[config.mk]
export PLATFORM = sky130hd
export DESIGN_NAME = latch_sequencer
export DESIGN_NICKNAME = d
export VERILOG_FILES = /design/src/rtl/latch_seq_pkg.sv /design/src/rtl/latch_seq_arb2.sv /design/src/rtl/latch_sequencer.sv
export SDC_FILE = /design/constraint.sdc
export NUM_CORES = 1
export LEC_CHECK = 0
export BUFFER_PORTS_ARGS = -buffer_cell sky130_fd_sc_hd__buf_2
export CAP_MARGIN = 20
export CORE_UTILIZATION = 47
export CTS_BUF_LIST = sky130_fd_sc_hd__clkbuf_4
export DETAILED_ROUTE_END_ITERATION = 7
export PLACE_DENSITY = 0.7
export SYNTH_ARGS = -nofsm -noshare
export SYNTH_HDL_FRONTEND = slang
export SYNTH_HIERARCHICAL = 1
export SYNTH_SLANG_ARGS = --single-unit
[constraint.sdc]
create_clock -name clk -period 2.2 [get_ports clk]
set_input_delay 0.33 -clock clk [delete_from_list [all_inputs] [get_ports clk]]
set_output_delay 0.33 -clock clk [all_outputs]
set_load 0.1 [all_outputs]
[src/rtl/latch_seq_pkg.sv]
// latch_seq_pkg: op encoding, FSM state type and op helpers for latch_sequencer
package latch_seq_pkg;
  localparam logic [2:0] OP_WR  = 3'd0;
  localparam logic [2:0] OP_WR3 = 3'd1;
  localparam logic [2:0] OP_RD1 = 3'd2;
  localparam logic [2:0] OP_RD2 = 3'd3;
  localparam logic [2:0] OP_RD3 = 3'd4;
  typedef enum logic [2:0] {IDLE, GRANT, PULSE, RECOVER, READ, DONE} state_t;
  function automatic logic op_is_write(input logic [2:0] op);
    return op == OP_WR || op == OP_WR3;
  endfunction
  function automatic logic op_legal(input logic [2:0] op);
    return op <= OP_RD3;
  endfunction
endpackage

[src/rtl/latch_seq_arb2.sv]
// latch_seq_arb2: two-way arbiter, fixed A priority or round robin when
// LATCH_SEQ_ROUND_ROBIN_EN is defined
module latch_seq_arb2 (
`ifdef LATCH_SEQ_ROUND_ROBIN_EN
  input  logic clk,
  input  logic reset,
  input  logic take,
`endif
  input  logic req_a,
  input  logic req_b,
  output logic gnt_b
);
`ifdef LATCH_SEQ_ROUND_ROBIN_EN
  logic ptr_b;
  // ptr_b set means B is favoured on the next contention
  always_ff @(posedge clk or posedge reset)
    if (reset) ptr_b <= 1'b0;
    else if (take) ptr_b <= ~gnt_b;
  assign gnt_b = req_b & (~req_a | ptr_b);
`else
  assign gnt_b = req_b & ~req_a;
`endif
endmodule

[src/rtl/latch_sequencer.sv]
// latch_sequencer: arbitrates two requesters and sequences latch/latch3 strobes
// and output enables; LATCH_SEQ_ROUND_ROBIN_EN selects round-robin arbitration
module latch_sequencer
  import latch_seq_pkg::*;
#(
  parameter int LATCH_PW    = 1,
  parameter int HOLD_CYCLES = 2
) (
  input  logic       clk,
  input  logic       reset,
  input  logic       req_a,
  input  logic       req_b,
  input  logic [2:0] op_a,
  input  logic [2:0] op_b,
  output logic       sel,
  output logic       latch,
  output logic       latch3,
  output logic       oe1,
  output logic       oe2,
  output logic       oe3,
  output logic       ack_a,
  output logic       ack_b,
  output logic       err,
  output logic       busy
);
  localparam logic [2:0] PW_LAST   = 3'(LATCH_PW - 1);
  localparam logic [2:0] HOLD_LAST = 3'(HOLD_CYCLES - 1);
  state_t state, state_n;
  logic [2:0] op_q, op_n, cnt, cnt_n;
  logic sel_n, gnt_b, ack_n;
  latch_seq_arb2 u_arb (
`ifdef LATCH_SEQ_ROUND_ROBIN_EN
    .clk   (clk),
    .reset (reset),
    .take  (state == IDLE && (req_a || req_b)),
`endif
    .req_a (req_a),
    .req_b (req_b),
    .gnt_b (gnt_b)
  );
  always_comb begin
    state_n = state;
    cnt_n   = cnt;
    sel_n   = sel;
    op_n    = op_q;
    case (state)
      IDLE: if (req_a || req_b) begin
        state_n = GRANT;
        sel_n   = gnt_b;
        op_n    = gnt_b ? op_b : op_a;
      end
      GRANT: begin
        cnt_n   = 3'd0;
        state_n = op_is_write(op_q) ? PULSE : op_legal(op_q) ? READ : DONE;
      end
      PULSE: begin
        cnt_n   = cnt + 3'd1;
        state_n = cnt == PW_LAST ? RECOVER : PULSE;
      end
      RECOVER: state_n = DONE;
      READ: begin
        cnt_n   = cnt + 3'd1;
        state_n = cnt == HOLD_LAST ? IDLE : READ;
      end
      default: state_n = IDLE;
    endcase
  end
  // outputs are decoded from the next state so every output is a flop
  assign ack_n = state_n == DONE || (state_n == READ && cnt_n == HOLD_LAST);
  always_ff @(posedge clk or posedge reset)
    if (reset) begin
      state  <= IDLE;
      op_q   <= OP_WR;
      cnt    <= 3'd0;
      sel    <= 1'b0;
      latch  <= 1'b0;
      latch3 <= 1'b0;
      oe1    <= 1'b0;
      oe2    <= 1'b0;
      oe3    <= 1'b0;
      ack_a  <= 1'b0;
      ack_b  <= 1'b0;
      err    <= 1'b0;
      busy   <= 1'b0;
    end else begin
      state  <= state_n;
      op_q   <= op_n;
      cnt    <= cnt_n;
      sel    <= sel_n;
      latch  <= state_n == PULSE && op_n == OP_WR;
      latch3 <= state_n == PULSE && op_n == OP_WR3;
      oe1    <= state_n == READ && op_n == OP_RD1;
      oe2    <= state_n == READ && op_n == OP_RD2;
      oe3    <= state_n == READ && op_n == OP_RD3;
      ack_a  <= ack_n && !sel_n;
      ack_b  <= ack_n && sel_n;
      err    <= state_n == DONE && !op_legal(op_n);
      busy   <= state_n != IDLE;
    end
endmodule

==> After elaboration in Yosys (flattened, before gate mapping) <==
Index checks and enable logic that the tools add are counted.
{ "totals": {"input_bits": 10, "wordCells": 64, "output_inout_bits": 10, "regBits": 19} }
{ "op_classes": {"mux": 12, "eq_ne": 14, "bitwise_logic": 2, "n_addsub": 1, "magnitude_cmp": 2, "reduce_logical": 20} }
{ "op_table": {"columns": ["cell", "n"], "rows": [
  ["$mux W3", 6],
  ["$eq A3 B1 Y1 const B", 5],
  ["$eq A3 B2 Y1 const B", 5],
  ["$pmux W3 S5", 1],
  ["$eq A3 B3 Y1 const B", 4],
  ["$logic_not A3 Y1", 4],
  ["$logic_and A1 B1 Y1", 9],
  ["$le A3 B3 Y1 const B", 2],
  ["$pmux W3 S2", 1],
  ["$mux W1", 4],
  ["$add A3 B1 Y3 const B", 1],
  ["$logic_or A1 B1 Y1", 3],
  ["$reduce_bool A3 Y1", 1],
  ["$logic_not A1 Y1", 2],
  ["$reduce_or A2 Y1", 1],
  ["$and A1 B1 Y1", 1],
  ["$not A1 Y1", 1]
]} }

==> Depth between registers and ports, before layout <==
{ "logic_depth": {"word_depth": 8, "mapped_depth": 8, "mapped_depth_nobuf": 8} }

==> Cells and area by module <==
The synthesis kept the hierarchy.
{ "by_module_without_submodules": {"columns": ["module", "area_per_inst_um2", "n_inst", "cells_per_inst"], "rows": [
  ["latch_sequencer", 975.9, 1, 91],
  ["latch_seq_arb2", 13.8, 1, 1]
]} }

==> Worst setup path after synthesis <==
Ideal clock, no wire load.
{ "synth_timing": {"path_type": "reg2reg", "start": "reg state[0]", "end": "reg oe2", "required_time_ns": 2.127, "period_less_slack_ns": 1.896, "t_arrival_ns": 1.823, "path_stages_with_launch": 7, "n_path_buf": 2, "setup_slack_ns": 0.304, "cell_sequence": "dfrtp_1 > buf_6 > or4_4 > buf_6 > mux2i_1 > or4_1 > nor2b_1"} }
{ "synth_via": {"elab_chain_cells": 4, "elab_cells_between_ends": 11} }
{ "synth_rtl": {"columns": ["item", "line_no", "text"], "rows": [
  ["start, declared", "latch_sequencer.sv:28", "state_t state, state_n;"],
  ["start signal, assigned", "latch_sequencer.sv:86", "state <= state_n;"],
  ["$eq A3 B3 Y1, or another cell as far along", "latch_sequencer.sv:46", "case (state)"],
  ["$pmux W3 S5 or $mux W3 (tied branches)", "latch_sequencer.sv:46", null],
  ["$eq A3 B3 Y1 or $eq A3 B2 Y1 (tied branches)", "latch_sequencer.sv:93", "oe2 <= state_n == READ && op_n == OP_RD2;"],
  ["$logic_and A1 B1 Y1 *", "latch_sequencer.sv:93", null],
  ["end signal, assigned", "latch_sequencer.sv:79", "oe2 <= 1'b0;"],
  ["end signal, assigned", "latch_sequencer.sv:93", null],
  ["end, declared", "latch_sequencer.sv:19", "output logic oe2,"]
]} }
Mark *: on every way between the ends. The rest lies on a longest branch, timed or not.

==> Worst setup path in the final report <==
{ "layout_timing": {"start": "reg state[1]", "end": "reg oe2"} }
The elaborated chain is that of the path after synthesis.

==> flow_summary.yaml <==
floorplan:
  rows: 16
  num_io_pins: 20
  die_h_um: 47.9
  core_sq_um: 1960
  die_w_um: 47.9
  initial_core_util_pct: 50.4
  dieArea_sq_um: 2290
clock_network:
  cts_tree: "yes"
  holdBufCountCts: 0
  cts_buffer_depth: 2
  clk_latency_ps: 290
  cts-resized-gates: 0
  cts_buffers: 3
  h-tree-depth: 1
  clock-sinks: 19
  clk_pin_slew_ps: 110
  root_buffer: "clkbuf_4"
  post_cts_buffers: 0
worst_setup_path:
  cp_max_fo: 10
  cp_cell_sequence: "or4_4, mux2i_1, or4_1, nor2b_1"
  cpMaxStageDelayCell: "or4_4"
  cp-end-kind: "flip-flop"
  r2r-start: "state[1]$_DFF_PP0_"
  path_class: "flip-flop to flip-flop"
  cp-start-kind: "flip-flop"
  cp.required_ps: 2430
  cp.arrival_ps: 2180
  crit_start: "state[1]$_DFF_PP0_"
  max_stage_delay_ps: 620
sta:
  clock_skew_ps: 6.95
  slew_headroom_pct: 52.8
  fmax_ghz: 0.513
  slew_viol_final: 0
  timing.final.crit_share_pct: 88.7
  tightest_slew_ps: 708
  finalSetupTns_ps: 0
  hold_viol_final: 0
  hold_slack_ps: 128
  min_period_ps: 1950
  rsz0062_at_grt: "false"
  setup_violations: 0
detailed_routing:
  viasPerCell: 5.23
  postRouteAntennaNets: 0
  wirelength_um: 1800
  drtPass1Iterations: 4
  drc_errors: 0
  num_vias: 732
  wire_per_inst_um: 12.9
  drtIter0Drc: 13
synth:
  synth.cell_area_sq_um: 990
  synth-edff-count: 0
  synth.distinct_cells: 36
  ys_seq_area_share_pct: 48.0
  synth.ff_latch_count: 19
  synthFlopType: "dfrtp_1"
  synth.avg_cell_area_sq_um: 10.8
  syn_inst: 92
  synth_top_area_share_pct: 48.0
  syn_nets: 105
  synth-async-reset-ratio_pct: 100
  synth_area_leaders: "dfrtp_1 (48%), mux2i_1 (4.0%), ha_1 (3.8%)"
  yosysWarnings: 6
  yosysTopAreaCell: "dfrtp_1"
global_route:
  grt_start_max_net_pins: 20
  grt_pass1_wl_um: 2910
  antenna_found_initial: 0
  use_met3_pct: 3.02
  grt_usage_pct: 18.7
  grt_pass1_vias: 685
  grt-ovfl-total: 0
  busiest_layer: "met2"
  met2_usage_pct: 31.1
  met1_usage_pct: 23.8
final_layout:
  fill_cells: 194
  antennaDiodeCount: 0
  final_cells: 140
  design_area_sq_um: 1130
  layout_common_cells: "dfrtp_1 (19), buf_2 (19), nor2_1 (9), inv_1 (8), nand2_1 (7)"
  area_growth_syn_to_layout_pct: 14.0
  final_nets: 127
  drive_gt1_share_pct: 31.0
  multi_input_area_sq_um: 452
  area.sequential_sq_um: 475
status:
  status: "complete, no violations"
job:
  cap_violations: 0
min_path:
  hold_path.class: "input port to async pin"
placed_design:
  io_buffers: 19
  dp_cells: 136
  globalplace.congestion: 0.850
  dp_hpwl_um: 1460
  dpl-instance-area_sq_um: 1100
sequential cells by signal, summed over array words and instances, names as in the netlist:
register,count
cnt,3
op_q,3
state,3
ack_a,1
ack_b,1
busy,1
err,1
latch,1
latch3,1
oe1,1
oe2,1
oe3,1
sel,1
final timing paths:
path	endpoint	slack [ps]	cells after the start
setup / recovery	oe2$_DFF_PP0_	250	4
hold / removal	ack_b$_DFF_PP0_	130	2
setup reg to reg	oe2$_DFF_PP0_	250	4
hold reg to reg	latch$_DFF_PP0_	550	1
max in group asynchronous	latch$_DFF_PP0_	1620	2
min in group clk	op_q[2]$_DFF_PP0_	410	3
logic make-up (layout without fill, tap and decap cells):
family,count (synthesis),in the layout,share of synthesized area [%]
compound gates,12,12,9.74
fa+ha+maj,3,3,3.79
mux,8,8,9.36
buf+inv,12,33,6.32
xor+xnor,1,1,0.885
simple gates,37,37,21.9
flops,19,19,48.0
routing by layer:
| layer | part of all wire, % | up-vias |
|---|---|---|
| met2 | 49 | 15 |
| met1 | 47 | 355 |
| met4 | 0.72 | 0 |
| li1 | - | 360 |
| met3 | 3.7 | 2 |
| met5 | 0 | - |
cells in the mapped netlist (all sizes together), types with 2 or more instances:
| cell type | number |
|---|---|
| o21ai | 5 |
| nand2b | 3 |
| inv | 8 |
| nand2 | 7 |
| ha | 3 |
| nor3 | 4 |
| dfrtp | 19 |
| mux2 | 4 |
| nor2 | 9 |
| mux2i | 4 |
| or4 | 2 |
| nor2b | 3 |
| buf | 4 |
area by class of cell:
class | instances | area share (%)
flip-flops and latches | 19 | 42.1
multi-input cells | 61 | 40.0
repair buffers | 21 | 9.76
well taps | 27 | 2.99
inverters | 8 | 2.66
clock buffers | 3 | 2.00
clock inverters | 1 | 0.443
per-stage QoR:
stage          util (%)  setup slack [ps]
2_1_floorplan         -               304
4_1_cts            57.5               232
3_5_place_dp       56.1               245
6_report           57.5               250
3_3_place_gp       56.1               314
5_1_grt            57.5               134
critical path, delay by kind of cell, from the launching register on:
kind	cells	cell delay, ps
flops	1	500
simple gates	3	1220
mux	1	180
Power is left out: the tool's default activity adds up to more than one toggle a clock period on the data nets, which glitch-free logic cannot reach.
